===== src/rtl/rca_pkg.sv =====
`default_nettype none
// ============================================================================
//  Module      : rca_pkg
//  Description : Shared types and default sizes for the sequenced adder.
//  Revision    : 1.0 - initial release
// ============================================================================
package rca_pkg;

    localparam int WIDTH_DEF = 80;
    localparam int SLICE_DEF = 40;

    typedef enum logic [1:0] {
        IDLE = 2'd0,
        RUN  = 2'd1,
        DONE = 2'd2
    } state_t;

endpackage : rca_pkg
`default_nettype wire


===== src/rtl/rca_seq_ctrl_if.sv =====
`default_nettype none
// ============================================================================
//  Module      : rca_seq_ctrl_if
//  Description : Operand request and result handshakes of the sequenced adder.
//  Revision    : 1.0 - initial release
// ============================================================================
interface rca_seq_ctrl_if #(
    parameter int WIDTH = rca_pkg::WIDTH_DEF
);
    logic             in_valid;
    logic             in_ready;
    logic [WIDTH-1:0] a;
    logic [WIDTH-1:0] b;
    logic             cin;
    logic             out_valid;
    logic             out_ready;
    logic [WIDTH-1:0] sum;
    logic             cout;

    modport master (
        output in_valid, a, b, cin, out_ready,
        input  in_ready, out_valid, sum, cout
    );

    modport slave (
        input  in_valid, a, b, cin, out_ready,
        output in_ready, out_valid, sum, cout
    );
endinterface : rca_seq_ctrl_if
`default_nettype wire


===== src/rtl/rca_slice.sv =====
`default_nettype none
// ============================================================================
//  Module      : rca_slice
//  Description : SLICE-bit combinational ripple-carry adder.
//  Revision    : 1.0 - initial release
// ============================================================================
module rca_slice #(
    parameter int SLICE = rca_pkg::SLICE_DEF
) (
    input  wire logic [SLICE-1:0] a,
    input  wire logic [SLICE-1:0] b,
    input  wire logic             cin,
    output logic      [SLICE-1:0] s,
    output logic                  cout
);

    logic w_c;

    always_comb begin
        s   = '0;
        w_c = cin;
        for (int i = 0; i < SLICE; i++) begin
            s[i] = a[i] ^ b[i] ^ w_c;
            w_c  = (a[i] & b[i]) | (w_c & (a[i] ^ b[i]));
        end
        cout = w_c;
    end

endmodule : rca_slice
`default_nettype wire


===== src/rtl/rca_seq_ctrl.sv =====
`default_nettype none
// ============================================================================
//  Module      : rca_seq_ctrl
//  Description : Multi-precision adder that walks one shared ripple slice
//                across the operands, LSB chunk first, carry held in a reg.
//  Revision    : 1.0 - initial release
// ============================================================================
module rca_seq_ctrl
    import rca_pkg::*;
#(
    parameter int WIDTH = WIDTH_DEF,
    parameter int SLICE = SLICE_DEF
) (
    input  wire logic       clk,
    input  wire logic       rst_n,
    rca_seq_ctrl_if.slave   bus,
    output logic            busy
);

    localparam int NSLICE = WIDTH / SLICE;
    localparam int IDXW   = (NSLICE > 1) ? $clog2(NSLICE) : 1;
    localparam logic [IDXW-1:0] c_last_idx = IDXW'(NSLICE - 1);

    state_t           r_state;
    logic [WIDTH-1:0] r_a;
    logic [WIDTH-1:0] r_b;
    logic [WIDTH-1:0] r_sum;
    logic [IDXW-1:0]  r_idx;
    logic             r_carry;
    logic             r_cout;
    logic             r_in_ready;
    logic             r_out_valid;
    logic             r_busy;

    logic [SLICE-1:0] w_a_sl;
    logic [SLICE-1:0] w_b_sl;
    logic [SLICE-1:0] w_s;
    logic             w_c;

    assign w_a_sl = r_a[r_idx*SLICE +: SLICE];
    assign w_b_sl = r_b[r_idx*SLICE +: SLICE];

    rca_slice #(
        .SLICE (SLICE)
    ) u_slice (
        .a    (w_a_sl),
        .b    (w_b_sl),
        .cin  (r_carry),
        .s    (w_s),
        .cout (w_c)
    );

    // Handshake flags are registered alongside the state so that no input
    // ever reaches in_ready/out_valid/busy combinationally.
    always_ff @(posedge clk or negedge rst_n) begin
        if (!rst_n) begin
            r_state     <= IDLE;
            r_a         <= '0;
            r_b         <= '0;
            r_sum       <= '0;
            r_idx       <= '0;
            r_carry     <= 1'b0;
            r_cout      <= 1'b0;
            r_in_ready  <= 1'b1;
            r_out_valid <= 1'b0;
            r_busy      <= 1'b0;
        end else begin
            case (r_state)
                IDLE: begin
                    if (bus.in_valid) begin
                        r_a        <= bus.a;
                        r_b        <= bus.b;
                        r_carry    <= bus.cin;
                        r_idx      <= '0;
                        r_state    <= RUN;
                        r_in_ready <= 1'b0;
                        r_busy     <= 1'b1;
                    end
                end
                RUN: begin
                    r_sum[r_idx*SLICE +: SLICE] <= w_s;
                    r_carry                     <= w_c;
                    if (r_idx == c_last_idx) begin
                        r_cout      <= w_c;
                        r_state     <= DONE;
                        r_out_valid <= 1'b1;
                    end else begin
                        r_idx <= r_idx + 1'b1;
                    end
                end
                DONE: begin
                    if (bus.out_ready) begin
                        r_state     <= IDLE;
                        r_out_valid <= 1'b0;
                        r_busy      <= 1'b0;
                        r_in_ready  <= 1'b1;
                    end
                end
                default: begin
                    r_state     <= IDLE;
                    r_out_valid <= 1'b0;
                    r_busy      <= 1'b0;
                    r_in_ready  <= 1'b1;
                end
            endcase
        end
    end

    assign bus.in_ready  = r_in_ready;
    assign bus.out_valid = r_out_valid;
    assign bus.sum       = r_sum;
    assign bus.cout      = r_cout;
    assign busy          = r_busy;

endmodule : rca_seq_ctrl
`default_nettype wire


===== src/flat_wrapper.sv =====
// flat-port wrapper written by rule: the top's interface ports become plain ports
module rca_seq_ctrl_flat import rca_pkg::*;
#(
    parameter int WIDTH = WIDTH_DEF,
    parameter int SLICE = SLICE_DEF
)
  (clk, rst_n, busy, bus_in_valid, bus_a, bus_b, bus_cin, bus_out_ready, bus_in_ready, bus_out_valid, bus_sum, bus_cout);
  rca_seq_ctrl_if #(.WIDTH(WIDTH)) bus_i ();
  input  wire logic clk;
  input  wire logic rst_n;
  output logic busy;
  input wire logic [$bits(bus_i.in_valid)-1:0] bus_in_valid;
  input wire logic [$bits(bus_i.a)-1:0] bus_a;
  input wire logic [$bits(bus_i.b)-1:0] bus_b;
  input wire logic [$bits(bus_i.cin)-1:0] bus_cin;
  input wire logic [$bits(bus_i.out_ready)-1:0] bus_out_ready;
  output wire logic [$bits(bus_i.in_ready)-1:0] bus_in_ready;
  output wire logic [$bits(bus_i.out_valid)-1:0] bus_out_valid;
  output wire logic [$bits(bus_i.sum)-1:0] bus_sum;
  output wire logic [$bits(bus_i.cout)-1:0] bus_cout;
  assign bus_i.in_valid = bus_in_valid;
  assign bus_i.a = bus_a;
  assign bus_i.b = bus_b;
  assign bus_i.cin = bus_cin;
  assign bus_i.out_ready = bus_out_ready;
  assign bus_in_ready = bus_i.in_ready;
  assign bus_out_valid = bus_i.out_valid;
  assign bus_sum = bus_i.sum;
  assign bus_cout = bus_i.cout;
  rca_seq_ctrl #(.WIDTH(WIDTH), .SLICE(SLICE)) u_core (.clk(clk), .rst_n(rst_n), .bus(bus_i), .busy(busy));
endmodule

===== config.mk =====
export PLATFORM = sky130hd
export DESIGN_NAME = rca_seq_ctrl_flat
export DESIGN_NICKNAME = d
export VERILOG_FILES = /design/src/rtl/rca_pkg.sv /design/src/rtl/rca_seq_ctrl_if.sv /design/src/rtl/rca_slice.sv /design/src/rtl/rca_seq_ctrl.sv /design/src/flat_wrapper.sv
export SDC_FILE = /design/constraint.sdc
export NUM_CORES = 1
export LEC_CHECK = 0
export CAP_MARGIN = 20
export CORE_AREA = 2 2 162 164
export DETAILED_ROUTE_END_ITERATION = 16
export DIE_AREA = 0 0 164 166
export PLACE_DENSITY_LB_ADDON = 0.15
export SYNTH_ARGS = -nofsm -noshare
export SYNTH_HDL_FRONTEND = slang
export SYNTH_HIERARCHICAL = 1
export SYNTH_SLANG_ARGS = --single-unit

===== constraint.sdc =====
create_clock -name clk -period 18.9 [get_ports clk]
set_input_delay 3.78 -clock clk [delete_from_list [all_inputs] [get_ports clk]]
set_output_delay 3.78 -clock clk [all_outputs]
set_load 0.02 [all_outputs]

==> flow_summary.json <==
{
  "tritoncts": "built",
  "io_buffers": 248,
  "grt.overflow.total": 0,
  "synth.ff_latch_count": 248,
  "core_area_mm2": 0.0256,
  "synth_ff_type": "dfrtp_1",
  "route.detailed.vias_per_inst": 4.94,
  "pwr-share-clk_pct": 16.5,
  "cts_setup_buffers": 0,
  "min_path_cells": 1,
  "timing.critical_path.fanout_max": 30,
  "hold_path_class": "flop to flop",
  "grt_pass1_vias": 7028,
  "final.setup_skew_ns": 0.0213,
  "drive_gt1_share_pct": 39.3,
  "hold_viol": 0,
  "result_of_the_run": "completed",
  "layout-area-overhead-vs-synth_pct": 29.9,
  "setup_viol": 0,
  "number_of_antenna_violations_at_the_first_check_in_global_routing": 0,
  "netlist-cell-type-count": 22,
  "boundaryPins": 249,
  "worst_r2r_path_depth": 46,
  "routed_wire_length_per_instance_um": 19.2,
  "total_leakage_power_nw": 6.38,
  "clk-insertion-delay-late_ns": 0.53,
  "synth_sequential_area_ratio_pct": 53.6,
  "number_of_resized_instances_in_the_post_cts_repair_step": 0,
  "final.fill_count": 2046,
  "route.antenna.remaining_nets": 0,
  "vdd_ir_drop_max_mv": 0.107,
  "die_h_um": 166,
  "synthesis.area_mm2": 0.0116,
  "worst-setup-path-type": "flop to flop",
  "power.density_cell_area_mw_per_mm2": 206,
  "dp.final_hpwl_um": 16900,
  "die-width_um": 164,
  "drt_first_pass_iters": 4,
  "detail_route.drc_violations": 0,
  "p_sw_share_pct": 34.1,
  "cts_inserted_buffers": 27,
  "synthArstFlopShare_pct": 100,
  "insertedDiodeCount": 0,
  "critical_path.startpoint_type": "flop",
  "htreeDepth": 1,
  "globalplace.congestion": 0.708,
  "row_count": 59,
  "max_slew.worst_pin.slew_ns": 0.944,
  "final.period_utilization_pct": 91.5,
  "detailroute.via_count": 6346,
  "critical_path.endpoint": "u_core/bus.sum[79]",
  "nNetsFinal": 1134,
  "synthDominantAreaCellType": "dfrtp_1",
  "ff2ff_setup_slack_ns": 1.60,
  "first_iter_violations": 289,
  "synth_enable_flop_cells": 0,
  "clk_path_buf_depth": 3,
  "setup_tns_final_ns": 0,
  "timing.max_cap.violations": 0,
  "globalRouteTotalUtil_pct": 18.4,
  "synth_cells": 681,
  "floorplan.initialDensity_pct": 45.2,
  "netlist.area_leader.share_pct": 53.4,
  "cp_data_arrival_time_ns": 17.75,
  "synth_area_per_cell_um2": 17.0,
  "critical-path-max-stage-delay_ns": 0.70,
  "holdWs_ns": 0.501,
  "first_pass_grt_wire_length_um": 39300,
  "crit_slowest_cell": "dfrtp_4",
  "power_switching_mw": 1.06,
  "achievable-frequency_mhz": 57.8,
  "yosys-top-cells-count": "dfrtp_1 (247), mux2_2 (221), mux2_4 (100)",
  "wirelength_um": 24700,
  "p_int_mw": 2.04,
  "ctsRootBufferMaster": "clkbuf_16",
  "worstPathRequired_ns": 19.35,
  "design.die.area_mm2": 0.0272,
  "path_clk_slew_ns": 0.06,
  "crit_path_frequent_cell": "fa_1",
  "post_synth_main_area_contributors": "dfrtp_1 (53%), mux2_2 (22%), mux2_4 (13%), fa_1 (6.9%), buf_12 (1.9%)",
  "syn_warnings": 6,
  "grt_start_max_net_pins": 125,
  "post-synth-top-count-cell": "dfrtp_1",
  "slew_violations": 0,
  "max_slew_margin_pct": 37.1,
  "cts.sinks": 248,
  "worst_setup_path_end_kind": "flop",
  "finalCriticalPeriod_ns": 17.30,
  "critical_path_startpoint": "u_core/r_idx",
  "timing.rr.end": "u_core/bus.sum[79]",
  "power.share.sequential_pct": 31.4,
  "r2r_start": "u_core/r_idx",
  "post_cts_hold_buffer_count": 0,
  "power_frac_comb_pct": 52.2,
  "synthesis.nets": 886,
  "grt_setup_unrepaired": "no"
}
==> cell type report <==
type	count	area [µm²]	share of cell area, %
Multi-Input combinational cell	386	4950	33.0
Clock buffer	43	776	5.16
Inverter	11	41.3	0.275
Sequential cell	248	6210	41.3
Clock inverter	6	80.1	0.533
Timing Repair Buffer	255	2550	17.0
Tap cell	335	419	2.79
==> layout by cell type (no fill, tap or decap), drive strengths merged <==
master         synthesis  routed
a21o                   1       1
a21oi                  4       4
buf                   36       8
bufinv                 0       2
clkbuf                 0      43
clkdlybuf4s50          0     247
clkinv                 0       4
dfrtp                247     247
dfstp                  1       1
fa                    40      40
inv                   11      11
mux2                 321     321
nand2                  5       5
nand2b                 4       4
nand3b                 1       1
nor2                   6       6
nor3                   1       1
o21ai                  1       1
o221a                  1       1
or4b                   1       1
==> logic make-up (layout without fill, tap and decap cells) <==
group                      count (synthesis)  in the layout  synth area share, %
AOI/OAI and AO/OA                          7              7                0.378
adders and majority gates                 40             40                 6.92
buffers and inverters                     47            315                 3.60
DFF                                      248            248                 53.6
muxes                                    321            321                 34.5
and+or+nand+nor                           18             18                0.995
==> routing by layer <==
metal | GRT usage, % | up-vias | share of wire, % | wire length, µm
met5 | 0 | - | 0 | 0
li1 | - | 2889 | - | -
met1 | 25.4 | 3259 | 44 | 11000
met3 | 4.92 | 35 | 6.8 | 1670
met4 | 3.62 | 0 | 1.7 | 417
met2 | 29.6 | 163 | 47 | 11600
==> registers in the layout (all words and copies together) (netlist names) <==
name / count
u_core/bus.cout: 1
u_core/bus.in_ready: 1
u_core/bus.out_valid: 1
u_core/bus.sum: 80
u_core/busy: 1
u_core/r_a: 80
u_core/r_b: 80
u_core/r_carry: 1
u_core/r_idx: 1
u_core/r_state: 2
==> critical path, delay by kind of cell (launching register included) <==
| family | cells | cell delay [ns] |
|---|---|---|
| DFF | 1 | 0.70 |
| adders and majority gates | 40 | 15.71 |
| muxes | 2 | 0.54 |
| buffers and inverters | 4 | 0.27 |
==> through the flow <==
stage | instances | cell area (µm²) | worst slack (ns) | util [%] | power [mW]
after global placement | 1235 | 14200 | 1.65 | 55.4 | 2.60
after detailed placement | 1235 | 14200 | 1.52 | 55.4 | 2.61
after global routing | 1284 | 15000 | 1.03 | 58.7 | 3.33
final | 1284 | 15000 | 1.60 | 58.7 | 3.10
after CTS | 1284 | 15000 | 1.52 | 58.7 | 3.15
after floorplan | 681 | 11600 | 2.39 | - | 2.10
==> how the worst min path moves through the flow <==
| stage | from | to | slack, ns |
|---|---|---|---|
| after floorplan | u_core/r_a[40] | u_core/r_a[40] | 0.47 |
| after global placement | u_core/r_a[65] | u_core/r_a[65] | 0.48 |
| after detailed placement | u_core/r_a[13] | u_core/r_a[13] | 0.49 |
| after CTS | u_core/r_b[51] | u_core/r_b[51] | 0.50 |
| after global routing | u_core/bus.sum[56] | u_core/bus.sum[56] | 0.51 |
| final | u_core/r_b[51] | u_core/r_b[51] | 0.50 |
==> power by group through the flow <==
stage | Sequential, mW | Combinational [mW] | Clock [mW]
2_1_floorplan | 1.04 | 1.06 | 0
3_3_place_gp | 0.975 | 1.62 | 0
3_5_place_dp | 0.980 | 1.63 | 0
4_1_cts | 0.976 | 1.65 | 0.526
5_1_grt | 1.01 | 1.77 | 0.548
6_report | 0.972 | 1.62 | 0.511
Note: power is estimated with default switching activity, not from simulation.
